===== src/rtl/lstm_pkg.sv =====
// Shared definitions for the LSTM weight-loading path: loader FSM states
// and the default byte-per-word ratio.
package lstm_pkg;

  typedef enum logic [2:0] {
    IDLE  = 3'd0,
    LOAD  = 3'd1,
    FLUSH = 3'd2,
    SNAP  = 3'd3,
    DONE  = 3'd4
  } state_t;

  localparam int DEF_RAM_WIDTH = 16;
  localparam int DEF_IN_WIDTH  = 8;
  localparam int BEATS         = DEF_RAM_WIDTH / DEF_IN_WIDTH;

  // Beats per RAM word for an arbitrary width pairing.
  function automatic int calc_beats(input int ram_width, input int in_width);
    return ram_width / in_width;
  endfunction

endpackage


===== src/rtl/byte_packer.sv =====
// Packs a stream of input bytes little-endian into RAM-wide words,
// flagging the cycle on which the final beat of a word arrives.
module byte_packer
  import lstm_pkg::*;
#(
  parameter int RAM_WIDTH = 16,
  parameter int IN_WIDTH  = 8
) (
  input  logic                 clk,
  input  logic                 rst_n,
  input  logic                 clear,
  input  logic                 in_valid,
  input  logic [IN_WIDTH-1:0]  in_data,
  output logic                 word_valid,
  output logic [RAM_WIDTH-1:0] word
);

  localparam int NB = calc_beats(RAM_WIDTH, IN_WIDTH);
  localparam int BW = (NB > 1) ? $clog2(NB) : 1;
  localparam logic [BW-1:0] LAST_BEAT = BW'(NB - 1);

  logic [BW-1:0]        beat_q;
  logic [RAM_WIDTH-1:0] pack_q;
  logic [RAM_WIDTH-1:0] shifted;

  // New bytes enter at the top and move down, so after NB beats the
  // first byte of the word sits in the LSBs.
  generate
    if (NB > 1) begin : g_multi
      assign shifted = {in_data, pack_q[RAM_WIDTH-1:IN_WIDTH]};
    end else begin : g_single
      assign shifted = in_data;
    end
  endgenerate

  always_ff @(posedge clk) begin
    if (!rst_n) begin
      beat_q <= '0;
      pack_q <= '0;
    end else if (clear) begin
      beat_q <= '0;
      pack_q <= '0;
    end else if (in_valid) begin
      pack_q <= shifted;
      beat_q <= (beat_q == LAST_BEAT) ? '0 : beat_q + BW'(1);
    end
  end

  assign word_valid = in_valid && (beat_q == LAST_BEAT);
  assign word       = shifted;

endmodule


===== src/rtl/weight_loader.sv =====
// Streams bytes into the weight RAM word by word, then pulses the RAM
// snapshot enable and reports completion.
module weight_loader
  import lstm_pkg::*;
#(
  parameter int RAM_WIDTH = 16,
  parameter int RAM_DEPTH = 400,
  parameter int RAM_ADDR  = 9,
  parameter int IN_WIDTH  = 8
) (
  input  logic                 clk,
  input  logic                 rst_n,
  input  logic                 start,
  input  logic [IN_WIDTH-1:0]  s_data,
  input  logic                 s_valid,
  output logic                 s_ready,
  output logic                 we1,
  output logic                 ce1,
  output logic [RAM_ADDR-1:0]  addr1,
  output logic [RAM_WIDTH-1:0] win,
  output logic                 ce0,
  output logic                 busy,
  output logic                 done,
  output logic [RAM_ADDR-1:0]  word_cnt
);

  localparam logic [RAM_ADDR-1:0] LAST_ADDR = RAM_ADDR'(RAM_DEPTH - 1);
  // Saturation point; clipped to all-ones when RAM_DEPTH fills the address space.
  localparam logic [RAM_ADDR-1:0] CNT_MAX =
    (RAM_DEPTH < (1 << RAM_ADDR)) ? RAM_ADDR'(RAM_DEPTH) : RAM_ADDR'((1 << RAM_ADDR) - 1);

  state_t               state_q, state_d;
  logic                 accept;
  logic                 load_clear;
  logic                 word_valid;
  logic [RAM_WIDTH-1:0] word;

  assign s_ready    = (state_q == LOAD);
  assign accept     = s_valid && s_ready;
  assign load_clear = (state_q == IDLE) && start;

  byte_packer #(
    .RAM_WIDTH(RAM_WIDTH),
    .IN_WIDTH (IN_WIDTH)
  ) u_packer (
    .clk       (clk),
    .rst_n     (rst_n),
    .clear     (load_clear),
    .in_valid  (accept),
    .in_data   (s_data),
    .word_valid(word_valid),
    .word      (word)
  );

  always_ff @(posedge clk) begin
    if (!rst_n) state_q <= IDLE;
    else        state_q <= state_d;
  end

  always_comb begin
    state_d = state_q;
    case (state_q)
      IDLE:    if (start) state_d = LOAD;
      LOAD:    if (word_valid && (word_cnt == LAST_ADDR)) state_d = FLUSH;
      FLUSH:   state_d = SNAP;
      SNAP:    state_d = DONE;
      DONE:    state_d = IDLE;
      default: state_d = IDLE;
    endcase
  end

  // Strobes are derived from the next state so they line up with the state
  // they belong to; addr1/win only move on a write.
  always_ff @(posedge clk) begin
    if (!rst_n) begin
      we1      <= 1'b0;
      ce1      <= 1'b0;
      addr1    <= '0;
      win      <= '0;
      ce0      <= 1'b0;
      busy     <= 1'b0;
      done     <= 1'b0;
      word_cnt <= '0;
    end else begin
      we1  <= 1'b0;
      ce1  <= 1'b0;
      ce0  <= (state_d == SNAP);
      done <= (state_d == DONE);
      busy <= (state_d == LOAD) || (state_d == FLUSH) || (state_d == SNAP);
      if (load_clear) begin
        word_cnt <= '0;
      end else if (word_valid) begin
        we1   <= 1'b1;
        ce1   <= 1'b1;
        addr1 <= word_cnt;
        win   <= word;
        if (word_cnt != CNT_MAX) word_cnt <= word_cnt + RAM_ADDR'(1);
      end
    end
  end

endmodule


===== config.mk =====
export PLATFORM = sky130hd
export DESIGN_NAME = weight_loader
export DESIGN_NICKNAME = d
export VERILOG_FILES = /design/src/rtl/lstm_pkg.sv /design/src/rtl/byte_packer.sv /design/src/rtl/weight_loader.sv
export SDC_FILE = /design/constraint.sdc
export NUM_CORES = 1
export LEC_CHECK = 0
export CAP_MARGIN = 20
export CORE_MARGIN = 2
export CORE_UTILIZATION = 54
export CTS_BUF_LIST = sky130_fd_sc_hd__clkbuf_4
export DETAILED_ROUTE_END_ITERATION = 8
export PLACE_DENSITY = 0.87
export REMOVE_ABC_BUFFERS = 1
export SLEW_MARGIN = 20
export SYNTH_ARGS = -nofsm -noshare
export SYNTH_HDL_FRONTEND = slang
export SYNTH_SLANG_ARGS = --single-unit

===== constraint.sdc =====
create_clock -name clk -period 3.6 [get_ports clk]
set_input_delay 0.36 -clock clk [delete_from_list [all_inputs] [get_ports clk]]
set_output_delay 0.36 -clock clk [all_outputs]
set_load 0.02 [all_outputs]

Word level (Yosys, flattened, before mapping):

Cells that the tools add are included.

* add/subtract/negate cells: 2
* multipliers: 0
* divide/modulo/power cells: 0
* magnitude comparators: 0
* equal/unequal tests: 9
* shift operators: 0
* multiplexer cells: 5
* bitwise gates (word level): 2
* reduce and logical (&&, ||, !) cells: 10

Operators with widths (number)
* == test 3 x 2 -> 1 bit, second input constant: 4
* one-hot mux 3 bit (4 select lines): 1
* adder 9 x 1 -> 9 bit, second input constant: 1
* == test 9 bit, second input constant: 1
* != test 9 bit, second input constant: 1
* == test 3 x 1 -> 1 bit, second input constant: 2
* two-way mux 3 bit: 2
* logical AND 1 bit: 4
* AND reduction 2 bit: 2
* == test 3 bit, second input constant: 1
* zero test 3 bit: 1
* logical OR 1 bit: 2
* two-way mux 1 bit: 2
* inverter 1 bit: 2
* OR reduction 2 bit: 1
* adder 1 bit, second input constant: 1

* flip-flop bits (word level): 58
* latch bits: 0
* RAM bits: 0
* memory bits (read-only): 0
* input bits: 12
* output and inout port bits: 40
* logic and storage cells: 38
* memories: 0

Logic depth before layout (Yosys ltp):

* depth in word-level cells: 9
* gate-level depth with buffers: 8
* mapped depth without buffers: 6

Cells and area by module:

Synthesis repeated with hierarchy kept, for this count alone.

* cells, all modules: 229
* area total of the unflattened synthesis: 2177.1 µm²

Modules (own cells, without submodules)
* weight_loader: instances 1, cells each 190, area each 1784.2 µm², sequential area each 820.8 µm²
* byte_packer: instances 1, cells each 39, area each 392.9 µm², sequential area each 180.2 µm²

Worst setup path before layout:

OpenSTA, ideal clock, no wires.

* path kind: reg2reg
* from: register word_cnt[0]
* to: register word_cnt[1]
* arrival time: 1524 ps
* required time: 3481 ps
* setup slack: 1957 ps
* cell stages (with the launch flop): 7
* period minus slack after synthesis: 1643 ps
* path through: dfxtp_1 inv_1 ha_1 nor4bb_1 a211oi_4 mux2i_1 nor2_1

* longest elaborated chain between the ends: 2
* elaborated cells between the ends (all ways): 3

RTL lines
* start, declared: line weight_loader.sv:24 `output logic [RAM_ADDR-1:0] word_cnt`
* start signal, assigned: line weight_loader.sv:97 `if (word_cnt != CNT_MAX) word_cnt <= word_cnt + RAM_ADDR'(1);`
* branches (longest 2 deep; another with adder 9 x 1 -> 9 bit)

Several ways; the timed one is not identified.
A chain may end at the register's enable or synchronous reset.

Worst setup path in the final report:

* from: register state_q[0]
* to: output s_ready

* longest elaborated chain between the ends: 1

RTL lines
* start, declared: line weight_loader.sv:32 `state_t state_q, state_d;`
* start signal, assigned: line weight_loader.sv:57 `else state_q <= state_d;`
* == test 3 x 1 -> 1 bit: line weight_loader.sv:38 `assign s_ready = (state_q == LOAD);`
* end, declared: line weight_loader.sv:16 `output logic s_ready,`

No other way between the ends.

==> results by group <==
Finish
  • Area Overhead vs Synth: 27.5%
  • # nets final: just under 300
  • Util after Layout: between 70% and 80%
  • Final instance area: about 2600 um^2
  • Proportion of layout cells with a drive suffix above 1: 5.43%
  • Number of diodes: 0

Worst hold path
  • WHS Endpoint: win[9]$_SDFFE_PN0P_
  • WHS Path Cells: 2
  • Hold WC Path Type: flop to flop
  • Hold Path Origin: win[9]$_SDFFE_PN0P_

Yosys
  • Mapped Area: roughly 2000 um^2
  • Synth area leaders: dfxtp_1, nand2_1, a21boi_0, xnor2_1, a21oi_1
  • Post-Synth XOR/XNOR Area: under 10%
  • Post-Synth Simple-Gate Area: 24.6%
  • Yosys cell types: 38
  • Synth Register Bits: 50
  • Main combinational cell family by area after synthesis: simple AND/OR/NAND/NOR gates
  • Mux share of post-synthesis cell area: less than 1%
  • Post-synthesis compound-gate area fraction: 15.4%
  • Synth Warn #: 0
  • Top cell type's share of synthesized area: 49.8%
  • Cell taking the most area after synthesis: dfxtp_1
  • Seq/Total Area, Yosys: about half
  • Post-synthesis adder-cell area fraction: around 1.2%
  • Syn avg cell area: 8.74 um^2
  • Post-Synthesis Cells: 230

GRT
  • Met2 Use GR: 32.9%
  • Met1 Use GR: around a quarter
  • Total grt overflow: 0
  • Vias in the first global route: approximately 1500
  • Global route hottest layer: met2
  • Initial antenna violation count: 0
  • Gr usage total: ~20%
  • Pin count of the biggest net entering global routing: 32
  • First-pass GRT wire length: approximately 6.7 mm
  • M3 GR Usage: about 5.9%

STA
  • Final Setup Violations: 0
  • Hold_ws: roughly 0.46 ns
  • Fin crit share: between 70% and 80%
  • Fin. max-slew vios: 0
  • Tightest Pin Transition: 1.04 ns
  • Slew HR: between 30% and 40%
  • Final TNS setup: 0 ns
  • Hold Violations, Final: 0
  • Final min period: around 2.6 ns
  • Layout Skew: between 0.01 and 0.015 ns
  • RSZ-0062 raised after global routing: no
  • Max Clk Rate: about 390 MHz

Die
  • IO Count: 52
  • Die footprint: roughly 4200 um^2
  • FP Rows: 22
  • DIE WIDTH: about 65 um
  • Core area: 3630 um^2
  • Die Y: ~65 um
  • Initial Util: a little under three fifths

Job
  • Max Cap Violations: 0

Clock network
  • Post-CTS sizing: 0
  • CTS tree: done
  • # clock sinks: 50
  • Max clock buf depth: 2
  • CTS clock-pin slew for the worst setup and hold paths: 0.13 ns
  • Postcts setup bufs: 0
  • CTS Buf Count: 5
  • Htree depth: 2
  • Cts hold-fix bufs: 0
  • Root buffer cell: clkbuf_4
  • Clk Latency, worst-skew pair: between 0.3 and 0.4 ns

Power
  • Tot Pwr: 0.876 mW
  • Peak supply drop: between 0.2 and 0.25 mV
  • Pwr/cell area: around 340 nW/um^2
  • Leak pwr: just over 0.8 nW

Critical path
  • CP max-delay cell: clkdlybuf4s50_1
  • Critical path arrival: between 2 and 2.5 ns
  • FF-to-FF Start: state_q[0]$_SDFF_PN0_
  • R2R cell count: 5
  • Capture point of the worst reg-to-reg path: word_cnt[2]$_SDFFE_PP0P_
  • R2r setup slk: between 1 and 1.5 ns
  • Critical path, cell by cell: or3b_1, inv_2, clkdlybuf4s50_1
  • Worst Path Required: ~3.2 ns
  • Crit Path Class: flop to output port
  • Startpoint type of the worst setup path: flop
  • Critical path capture point type: output port
  • Crit path buffers/inverters: 2
  • Crit-path max cell delay: ~0.64 ns
  • Crit path max-delay family: buffers and inverters
  • Worst-path fanout max: 8

Detailed routing
  • DRT Pass-1 Iters: 5
  • Total wire length: 3.94 mm
  • Vias: between 1500 and 2000
  • Mean routed wirelength per cell: ~12 um
  • Residual DRC count: 0
  • Initial drt markers: between 80 and 90
  • Final antenna-violating net count: 0
  • Vias per inst: about 5

Placement
  • Placed Area: between 2000 and 3000 um^2
  • IO Port Bufs: 51
  • Final RePlAce weighted congestion: 0.809
  • HPWL after detailed placement: approximately 2.7 mm

Run status
  • Status: finished clean
-- kinds of logic (layout without fill, tap and decap cells) --
logic type,count (synthesis),count (layout)
compound gates,42,42
xor+xnor,7,7
fa+ha+maj,2,2
buf+inv,20,66
flops,50,50
mux,1,1
simple gates,108,108
-- how the worst max path moves through the flow --
stage                                     start                                to  slack (ns)  cells after the start
after floorplan           state_q[0]$_SDFF_PN0_          word_cnt[2]$_SDFFE_PP0P_        1.70                      5
after global placement                    rst_n  u_packer.pack_q[10]$_SDFFE_PP0N_        1.42                      3
after detailed placement                  rst_n  u_packer.pack_q[14]$_SDFFE_PP0N_        1.37                      3
after CTS                 state_q[0]$_SDFF_PN0_                           s_ready        1.06                      3
after global routing      state_q[0]$_SDFF_PN0_                           s_ready        0.96                      3
final                     state_q[0]$_SDFF_PN0_                           s_ready        1.05                      3
-- power breakdown --
| part | internal, mW | total (mW) | switching [mW] |
|---|---|---|---|
| registers | 0.560 | 0.565 | 0.00510 |
| logic | 0.0299 | 0.0685 | 0.0386 |
| clock network | 0.0729 | 0.243 | 0.170 |
-- Yosys cell counts --
master	number
nor4bb_1	2
inv_2	1
nand2_1	71
o21a_1	1
o41ai_2	1
nand3_1	4
nor2_1	10
nand3b_1	1
nor3_1	3
o211ai_1	1
a211oi_4	1
nor2_2	2
mux2i_1	1
and3_1	1
nor2_4	1
a21o_1	1
nand2b_1	1
o41ai_1	1
buf_4	4
clkbuf_1	4
a21boi_0	23
dfxtp_1	50
or3b_1	1
ha_1	2
nor3b_1	1
o21ai_0	1
inv_1	6
nor4_2	1
nand3_2	1
and2_1	3
buf_6	2
nor4_1	2
nand4_1	2
a21oi_1	10
buf_2	3
and3b_1	1
xnor2_1	7
a21boi_1	2
-- registers in the layout (all words and copies together) (netlist names), 3 cells and up --
register and flops:
addr1 9, state_q 3, u_packer.pack_q 8, win 16, word_cnt 9
-- worst register-to-register path, stage by stage, from the launching register on --
cell	delay [ns]
dfxtp_1	0.46
or3b_1	0.58
inv_2	0.16
nand3_2	0.44
o21ai_0	0.34
a21oi_1	0.09
-- area by class of cell --
class / instances / area [um^2]
Fill cell: 301 / 1070
Sequential cell: 50 / 1000
Multi-Input combinational cell: 160 / 912
Timing Repair Buffer: 51 / 510
Tap cell: 48 / 60.1
Clock buffer: 5 / 37.5
Inverter: 7 / 26.3
Clock inverter: 3 / 16.3
-- metrics by stage --
stage          cells  worst slack, ns
6_report         324             1.05
3_5_place_dp     316             1.37
2_1_floorplan    217             1.70
4_1_cts          324             1.06
5_1_grt          324            0.958
3_3_place_gp     316             1.42
-- layer usage --
layer	vias to the layer above	share of wire (%)
met3	5	5.9
met1	767	46
met5	-	0
met2	42	47
met4	0	1.1
li1	847	-
-- cells in the final DEF (no fill, tap or decap), types with 2 or more instances in the layout --
| cell | netlist | routed |
|---|---|---|
| clkbuf_4 | 0 | 5 |
| nor4bb_1 | 2 | 2 |
| nor2_1 | 10 | 10 |
| nor2_2 | 2 | 2 |
| ha_1 | 2 | 2 |
| inv_1 | 6 | 6 |
| a21boi_0 | 23 | 23 |
| a21oi_1 | 10 | 10 |
| nor3_1 | 3 | 3 |
| nand2_1 | 71 | 71 |
| nand3_1 | 4 | 4 |
| nand4_1 | 2 | 2 |
| a21boi_1 | 2 | 2 |
| clkdlybuf4s50_1 | 0 | 51 |
| and2_1 | 3 | 3 |
| xnor2_1 | 7 | 7 |
| nor4_1 | 2 | 2 |
| dfxtp_1 | 50 | 50 |
Power figures use the tool's default switching activity.
